==> src/rtl/rel_stream_demux.sv <==
`default_nettype none
// ============================================================================
//  Module      : rel_stream_demux
//  Description : Steers a host read-response stream to N_REL relation output
//                streams. Beat counts and routing come from a request
//                metadata queue. tlast is regenerated per request
//                (LAST_MODE=0) or per relation pass (LAST_MODE=1).
//                Optional per-channel statistics under RDEMUX_STATS_EN.
//  Revision    : 1.0 - initial release
// ============================================================================
module rel_stream_demux #(
  parameter int N_REL     = 2,
  parameter int DATA_W    = 512,
  parameter int BEAT_W    = 16,
  parameter int REQ_DEPTH = 8,
  parameter int LAST_MODE = 0
) (
  input  logic                        clock,
  input  logic                        reset,
  input  logic                        req_valid,
  output logic                        req_ready,
  input  logic [$clog2(N_REL)-1:0]    req_rel,
  input  logic [BEAT_W-1:0]           req_beats,
  input  logic                        req_final,
  input  logic                        s_axis_tvalid,
  output logic                        s_axis_tready,
  input  logic [DATA_W-1:0]           s_axis_tdata,
  input  logic                        s_axis_tlast,
  output logic [N_REL-1:0]            m_axis_tvalid,
  input  logic [N_REL-1:0]            m_axis_tready,
  output logic [N_REL*DATA_W-1:0]     m_axis_tdata,
  output logic [N_REL-1:0]            m_axis_tlast,
  output logic                        done_valid,
  output logic [$clog2(N_REL)-1:0]    done_rel,
`ifdef RDEMUX_STATS_EN
  input  logic [$clog2(N_REL)-1:0]    stat_sel,
  output logic [31:0]                 stat_beats,
  output logic [31:0]                 stat_reqs,
`endif
  output logic                        err_len
);

  localparam int REL_W = $clog2(N_REL);
  localparam int AW    = $clog2(REQ_DEPTH);
  localparam logic [AW:0] DEPTH_CNT = (AW+1)'(REQ_DEPTH);

  typedef enum logic [0:0] {
    ST_IDLE   = 1'b0,
    ST_STREAM = 1'b1
  } state_t;

  // Request queue storage and pointers
  logic [REL_W-1:0]  fifo_rel_q   [REQ_DEPTH];
  logic [BEAT_W-1:0] fifo_beats_q [REQ_DEPTH];
  logic              fifo_final_q [REQ_DEPTH];
  logic [AW-1:0]     wr_ptr_q;
  logic [AW-1:0]     rd_ptr_q;
  logic [AW:0]       count_q;
  logic [AW:0]       count_d;
  logic              req_ready_q;
  logic              push_w;
  logic              pop_w;

  // Sequencer state
  state_t            state_q;
  logic [REL_W-1:0]  cur_rel_q;
  logic [BEAT_W-1:0] rem_q;
  logic              cur_final_q;
  logic              done_valid_q;
  logic [REL_W-1:0]  done_rel_q;
  logic              err_len_q;

  // Per-channel output registers
  logic [N_REL-1:0]        out_v_q;
  logic [N_REL-1:0]        out_last_q;
  logic [N_REL*DATA_W-1:0] out_data_q;

  logic accept_w;
  logic last_beat_w;
  logic beat_last_w;
  logic s_ready_w;

  assign push_w = req_valid && req_ready_q;
  assign pop_w  = (state_q == ST_IDLE) && (count_q != '0);

  // Host is only accepted while streaming and the target register can take a beat
  assign s_ready_w   = (state_q == ST_STREAM) &&
                       (!out_v_q[cur_rel_q] || m_axis_tready[cur_rel_q]);
  assign accept_w    = s_ready_w && s_axis_tvalid;
  assign last_beat_w = (rem_q == BEAT_W'(1));
  assign beat_last_w = (LAST_MODE == 0) ? last_beat_w : (last_beat_w && cur_final_q);

  assign req_ready     = req_ready_q;
  assign s_axis_tready = s_ready_w;
  assign m_axis_tvalid = out_v_q;
  assign m_axis_tdata  = out_data_q;
  assign m_axis_tlast  = out_last_q;
  assign done_valid    = done_valid_q;
  assign done_rel      = done_rel_q;
  assign err_len       = err_len_q;

  // Occupancy after this cycle's push/pop
  always_comb begin
    count_d = count_q + (AW+1)'(push_w) - (AW+1)'(pop_w);
  end

  // Queue payload storage; contents are don't-care until written
  always_ff @(posedge clock) begin
    if (push_w) begin
      fifo_rel_q[wr_ptr_q]   <= req_rel;
      fifo_beats_q[wr_ptr_q] <= req_beats;
      fifo_final_q[wr_ptr_q] <= req_final;
    end
  end

  // Queue pointers, occupancy and registered not-full flag
  always_ff @(posedge clock) begin
    if (reset) begin
      wr_ptr_q    <= '0;
      rd_ptr_q    <= '0;
      count_q     <= '0;
      req_ready_q <= 1'b0;
    end else begin
      if (push_w) wr_ptr_q <= wr_ptr_q + AW'(1);
      if (pop_w)  rd_ptr_q <= rd_ptr_q + AW'(1);
      count_q     <= count_d;
      req_ready_q <= (count_d != DEPTH_CNT);
    end
  end

  // Request sequencer: pop a request in IDLE, count its beats in STREAM
  always_ff @(posedge clock) begin
    if (reset) begin
      state_q      <= ST_IDLE;
      cur_rel_q    <= '0;
      rem_q        <= '0;
      cur_final_q  <= 1'b0;
      done_valid_q <= 1'b0;
      done_rel_q   <= '0;
      err_len_q    <= 1'b0;
    end else begin
      done_valid_q <= 1'b0;
      case (state_q)
        ST_IDLE: begin
          if (pop_w) begin
            cur_rel_q   <= fifo_rel_q[rd_ptr_q];
            rem_q       <= fifo_beats_q[rd_ptr_q];
            cur_final_q <= fifo_final_q[rd_ptr_q];
            if (fifo_beats_q[rd_ptr_q] == '0) begin
              // Empty request completes immediately without touching the host
              done_valid_q <= 1'b1;
              done_rel_q   <= fifo_rel_q[rd_ptr_q];
            end else begin
              state_q <= ST_STREAM;
            end
          end
        end
        ST_STREAM: begin
          if (accept_w) begin
            rem_q <= rem_q - BEAT_W'(1);
            if (s_axis_tlast != last_beat_w) err_len_q <= 1'b1;
            if (last_beat_w) begin
              done_valid_q <= 1'b1;
              done_rel_q   <= cur_rel_q;
              state_q      <= ST_IDLE;
            end
          end
        end
        default: state_q <= ST_IDLE;
      endcase
    end
  end

  // Output valid/last per channel; unselected channels drain on their own ready
  always_ff @(posedge clock) begin
    if (reset) begin
      out_v_q    <= '0;
      out_last_q <= '0;
    end else begin
      for (int i = 0; i < N_REL; i++) begin
        if (accept_w && (cur_rel_q == REL_W'(i))) begin
          out_v_q[i]    <= 1'b1;
          out_last_q[i] <= beat_last_w;
        end else if (m_axis_tready[i]) begin
          out_v_q[i] <= 1'b0;
        end
      end
    end
  end

  // Output data per channel; only loaded on an accepted beat, so it holds while stalled
  always_ff @(posedge clock) begin
    for (int i = 0; i < N_REL; i++) begin
      if (accept_w && (cur_rel_q == REL_W'(i))) begin
        out_data_q[i*DATA_W +: DATA_W] <= s_axis_tdata;
      end
    end
  end

`ifdef RDEMUX_STATS_EN
  logic [31:0] cnt_beats_q [N_REL];
  logic [31:0] cnt_reqs_q  [N_REL];
  logic [31:0] stat_beats_q;
  logic [31:0] stat_reqs_q;

  assign stat_beats = stat_beats_q;
  assign stat_reqs  = stat_reqs_q;

  // Per-channel handoff and completion counters, wrapping at 2^32
  always_ff @(posedge clock) begin
    if (reset) begin
      for (int i = 0; i < N_REL; i++) begin
        cnt_beats_q[i] <= '0;
        cnt_reqs_q[i]  <= '0;
      end
    end else begin
      for (int i = 0; i < N_REL; i++) begin
        if (out_v_q[i] && m_axis_tready[i]) cnt_beats_q[i] <= cnt_beats_q[i] + 32'd1;
        if (done_valid_q && (done_rel_q == REL_W'(i))) cnt_reqs_q[i] <= cnt_reqs_q[i] + 32'd1;
      end
    end
  end

  // Registered readback of the selected channel's counters
  always_ff @(posedge clock) begin
    if (reset) begin
      stat_beats_q <= '0;
      stat_reqs_q  <= '0;
    end else if (32'(stat_sel) < N_REL) begin
      stat_beats_q <= cnt_beats_q[stat_sel];
      stat_reqs_q  <= cnt_reqs_q[stat_sel];
    end else begin
      stat_beats_q <= '0;
      stat_reqs_q  <= '0;
    end
  end
`endif

endmodule

`default_nettype wire

==> config.mk <==
export PLATFORM = sky130hd
export DESIGN_NAME = rel_stream_demux
export DESIGN_NICKNAME = d
export VERILOG_FILES = /design/src/rtl/rel_stream_demux.sv
export SDC_FILE = /design/constraint.sdc
export NUM_CORES = 1
export LEC_CHECK = 0
export CORE_AREA = 2 2 604 606
export CTS_CLUSTER_SIZE = 16
export DETAILED_ROUTE_END_ITERATION = 10
export DIE_AREA = 0 0 606 608
export GPL_ROUTABILITY_DRIVEN = 1
export SLEW_MARGIN = 20
export SYNTH_ARGS = -nofsm -noshare
export SYNTH_HDL_FRONTEND = slang
export SYNTH_SLANG_ARGS = --single-unit
==> constraint.sdc <==
create_clock -name clock -period 62.1 [get_ports clock]
set_input_delay 18.63 -clock clock [delete_from_list [all_inputs] [get_ports clock]]
set_output_delay 18.63 -clock clock [all_outputs]
set_load 0.02 [all_outputs]
==> run_results.csv <==
group,metric,value,unit
run_status,status,"complete, no violations",
synthesis,synthesis.area,0.0380,sq mm
die,fp.dieW,606,um
die,die-area,0.368,sq mm
power_and_ir_drop,peakVddDrop,0.0281,mV
timing,setup_violations,0,
global_route,grt_pass1_vias,23100,
critical_path,r2r-start,"state_q",
cts,clock_latency,0.83,ns
global_route,grt_max_degree,74,
min_path,holdPathEnd,"m_axis_tlast[1]",
cts,ctsHoldBuffers,0,
drt,vias,25000,
drt,drtIter0Drc,2809,
placed_design,place_congestion,0.992,
cts,post_cts_resized,0,
power_and_ir_drop,clkPwrFrac,0.361,
power_and_ir_drop,p_leak,20.3,nW
synthesis,synth_top_flop_cell,"edfxtp_1",
timing,min_period_over_period,0.628,
final_layout,fillCellCount,38800,
critical_path,r2r_end,"m_axis_tdata[996]",
die,ios,1570,
min_path,hold_depth,2,
timing,tightest_slew,1.07,ns
cts,cts_setup_buffers,0,
synthesis,synth-seq-cells,1199,
timing,clock.fmax,25.7,MHz
power_and_ir_drop,switchingPower,0.000737,W
final_layout,nets,3785,
die,rows,221,
min_path,hold_path_class,"reg -> reg",
power_and_ir_drop,combPwrFrac,0.208,
cts,cts_max_level,4,
synthesis,ys_seq_area_frac,0.938,
final_layout,synthToLayoutAreaGrowth,70.5,%
timing,slew-limit-headroom,0.283,
power_and_ir_drop,pwr-share-seq,0.432,
synthesis,yosys_warnings,0,
cts,clkTransAtPathRegs,0.06,ns
cts,root_buffer,"clkbuf_16",
die,core_area,0.362,sq mm
synthesis,avgSynthCellArea,25.0,sq um
timing,hold_viol,0,
timing,fin_tns_setup,0,ns
final_layout,regArea,0.0356,sq mm
cts,clock_path_buffers,4,
critical_path,worstRegToRegCells,9,
cts,cts_made_buffers,147,
global_route,grt_overflow,0,
power_and_ir_drop,power_density,37.2,mW/mm^2
final_layout,fin_util,0.179,
drt,drt-pass1-iter-count,7,
final_layout,layout_commonest_cell,"clkdlybuf4s50_1",
drt,postRouteAntennaNets,0,
final_layout,mostFrequentLayoutCells,"1,560 x clkdlybuf4s50_1, 1,160 x edfxtp_1, 148 x clkbuf_16, 38 x dfxtp_1, 35 x mux2i_1",
power_and_ir_drop,internal_power,0.00167,W
power_and_ir_drop,power.share.switching,0.306,
synthesis,synth.distinct_cells,54,
placed_design,port_buffers,1568,
synthesis,synth_edf_count,1160,
timing,drv_slew,0,
run,max_cap_violations,0,
final_layout,drive_gt1_frac,0.0898,
timing,rsz0062_at_grt,"false",
critical_path,critPathMaxFanout,3,
critical_path,startpoint_type,"input port",
placed_design,dp_hpwl,243,mm
critical_path,arrival,20.34,ns
critical_path,end_kind,"output pin",
global_route,track_usage,0.147,
drt,post_drt_wl_per_cell,34.6,um
drt,wl,283,mm
global_route,grt_pass1_wl,332,mm
final_layout,multi_input_area,0.00227,sq mm
cts,cts_tree,"done",
timing,fin_crit,38.97,ns
synthesis,synth_cells,1519,
cts,clock-sinks,1199,
drt,route.detailed.drc,0,
global_route,antenna_found_initial,260,
critical_path,worstSetupPathType,"in -> out",
die,start_util,0.105,
critical_path,rrSetupSlack,56.49,ns
min_path,min_from,"m_axis_tlast[1]",
synthesis,synthArstFlopShare,0,
timing,skew,0.0687,ns
synthesis,synth_fp_nets,2066,
die,die-height,608,um
drt,vias_per_cell,3.05,
critical_path,worstPathRequired,43.47,ns
## per-stage QoR
stage                     std cells  hold slack, ns  cell area [sq um]  total power (W)  setup slack [ns]
after floorplan                1519           0.462              38000          0.00133             20.06
after global placement         7878           0.467              59800          0.00156             23.02
after detailed placement       7879           0.463              59800          0.00156             23.04
after CTS                      8141           0.475              64600          0.00245             23.04
after global routing           8168           0.491              64700          0.00250             23.05
final                          8203           0.474              64800          0.00241             23.13
## flip-flops by register name (all words and copies together) (netlist names), named ones only
signal / cells
done_valid: 1
m_axis_tvalid: 2
m_axis_tlast: 2
m_axis_tdata: 1024
fifo_rel_q: 8
cur_rel_q: 1
state_q: 1
req_ready: 1
rem_q: 16
fifo_beats_q: 128
count_q: 4
err_len: 1
rd_ptr_q: 3
done_rel: 1
wr_ptr_q: 3
## synthesized netlist by cell type, types with 10 or more instances
| cell | count | share of area |
|---|---|---|
| a21oi_1 | 30 | 0.0040 |
| clkbuf_1 | 16 | 0.0016 |
| dfxtp_1 | 39 | 0.021 |
| edfxtp_1 | 1160 | 0.92 |
| inv_1 | 11 | 0.0011 |
| mux2i_1 | 35 | 0.0092 |
| mux4_2 | 18 | 0.011 |
| nand2_1 | 30 | 0.0030 |
| nand3_1 | 10 | 0.0013 |
| nor2_1 | 33 | 0.0033 |
| o21ai_0 | 12 | 0.0016 |
| o22ai_1 | 21 | 0.0035 |
## worst max-delay path by stage
stage	start	end	slack [ns]	depth (start not counted)
5_1_grt	m_axis_tready[1]	s_axis_tready	23.05	4
4_1_cts	m_axis_tready[1]	s_axis_tready	23.04	4
6_report	m_axis_tready[1]	s_axis_tready	23.13	4
3_3_place_gp	m_axis_tready[1]	s_axis_tready	23.02	4
2_1_floorplan	m_axis_tready[0]	m_axis_tvalid[0]	20.06	6
3_5_place_dp	m_axis_tready[1]	s_axis_tready	23.04	4
## per-layer routing
metal	share of wire	routed length [um]	global-route usage
met1	0.34	97500	0.156
met2	0.48	137000	0.252
met3	0.13	35400	0.0733
met4	0.043	12300	0.0507
met5	0.0046	1310	0
## power by group through the flow
stage               logic (W)  clock network [W]  registers [W]
floorplan            0.000124                  0        0.00120
global placement     0.000507                  0        0.00105
detailed placement   0.000508                  0        0.00106
CTS                  0.000510           0.000899        0.00104
global route         0.000525           0.000923        0.00105
finish               0.000500           0.000870        0.00104
## worst max-delay path, stage by stage
cell and delay (ns):
clkdlybuf4s50_1 0.55, nand3b_1 0.13, o211a_2 0.28, clkdlybuf4s50_1 0.74
## cells by family after synthesis
logic type | after synthesis | share of synthesized area
buffers and inverters | 38 | 0.00501
flip-flops | 1199 | 0.938
multiplexers | 53 | 0.0199
XOR/XNOR | 6 | 0.00138
AND/OR/NAND/NOR | 121 | 0.0180
AO/OA/AOI/OAI | 92 | 0.0148
adder cells (fa/ha/maj) | 10 | 0.00349
## final cells by class
cell class              instances  area share
inverters                      13    0.000869
diodes                         58     0.00224
flip-flops and latches       1199       0.550
multi-input cells             282      0.0351
well taps                    4794      0.0926
clock inverters                99      0.0156
repair buffers               1595       0.246
clock buffers                 163      0.0581
(Power assumes the default switching activity.)
==> edit: new RTL, config.mk and constraints unchanged <==
Set the parameter `DATA_W` to 256 (it was 512).
--- a/src/rtl/rel_stream_demux.sv
+++ b/src/rtl/rel_stream_demux.sv
@@ -11,5 +11,5 @@
 module rel_stream_demux #(
   parameter int N_REL     = 2,
-  parameter int DATA_W    = 512,
+  parameter int DATA_W    = 256,
   parameter int BEAT_W    = 16,
   parameter int REQ_DEPTH = 8,
Interface: changed (resized m_axis_tdata and s_axis_tdata); port bits go from 1570 to 802. The function was not compared with the original's and may differ.
==> edit against the unedited design <==
Total power shrank 45%. Final cell count decreased by 18%. Die area is the same. Synthesized area fell by 40%. Cell area is 39% lower. Setup slack gained 310 ps. Highest routed layer unchanged. Combinational power decreased by 44%. Sequential cell count decreased by 512. Wire length is 64% lower. Largest cell class unchanged. Worst hold slack lost 1.1 ps. Critical endpoint unchanged.
==> edit: results (changes against the unedited design) <==
skew_ps: 35.4  # was 68.7 ps
min_to: "err_len$_SDFFE_PP0P_"  # was m_axis_tlast[1]$_SDFFE_PP0P_
timing.critical_path.from: "m_axis_tready[0]"  # was m_axis_tready[1]
fmax_ghz: 0.0259  # was 0.0257 GHz
largest_reg_flops: 512  # was 1024
vdd_ir_drop_max_mv: 0.0246  # was 0.0281 mV
drive_gt1_share_pct: 8.63  # was 8.98%
clk_latency_ps: 760  # was 830 ps
synth_compound_area_share_pct: 2.48  # was 1.48%
gp_congestion: 0.806  # was 0.992
first_pass_iters: 5  # was 7
nClkBuffers: 99  # was 163
antenna_found_initial: 83  # was 260
pre_cts_slack_ps: 23440  # was 23040 ps
slew_headroom_pct: 26.9  # was 28.3%
reg2reg_depth: 7  # was 9
layout.nonclk_buf_share_pct: 20.9  # was 24.6%
synth_nets: 1298  # was 2066
status: "complete, no violations"  # unchanged
cts_buffers: 79  # was 147
muxShareOfSynthArea_pct: 3.34  # was 1.99%
grt_pass1_vias: 13700  # was 23100
grt_pass1_wl_mm: 129  # was 332 mm
grt_util_all_layers_pct: 5.26  # was 14.7%
multi_input_area_share_pct: 5.76  # was 3.51%
yosys.area_share.xor_xnor_pct: 0.232  # was 0.138%
met3_usage_pct: 3.84  # was 7.33%
ys_top_cells_by_count: "edfxtp_1 (648), dfxtp_1 (39), mux2i_1 (35)"  # was edfxtp_1 (1160), dfxtp_1 (39), mux2i_1 (35)
synth_seq_area_share_pct: 89.5  # was 93.8%
grt_max_degree: 81  # was 74
min_from: "err_len$_SDFFE_PP0P_"  # was m_axis_tlast[1]$_SDFFE_PP0P_
clkCellAreaFrac_pct: 6.24  # was 7.37%
ys_top_cells_by_area: "edfxtp_1 (86%), dfxtp_1 (3.5%), mux4_2 (1.8%), mux2i_1 (1.5%), a21oi_1 (0.66%)"  # was edfxtp_1 (92%), dfxtp_1 (2.1%), mux4_2 (1.1%), mux2i_1 (0.92%), a21oi_1 (0.40%)
drt_iter0_drc: 777  # was 2809
whs_ps: 473  # was 474 ps
## edit: per-stage QoR
step | std cells | area (sq um) | utilization [%]
after global routing | 6756 | 39300 | 10.9
after floorplan | 1007 | 22600 | -
final | 6764 | 39300 | 10.9
after CTS | 6727 | 39200 | 10.8
after global placement | 6591 | 36700 | 10.1
after detailed placement | 6593 | 36700 | 10.1
## edit: power groups by stage
stage | Clock, W | Sequential, W | Combinational, W
global route | 0.000487 | 0.000594 | 0.000300
floorplan | 0 | 0.000656 | 0.000108
finish | 0.000456 | 0.000590 | 0.000280
global placement | 0 | 0.000597 | 0.000279
detailed placement | 0 | 0.000599 | 0.000283
CTS | 0.000474 | 0.000590 | 0.000284
## edit: worst reg2reg max path, stage by stage, from the launching register on
cell and delay [ps]:
dfxtp_1 310, buf_4 330, o211a_2 290, and2_1 250, nand2_1 220, inv_8 250, buf_4 770, buf_4 950
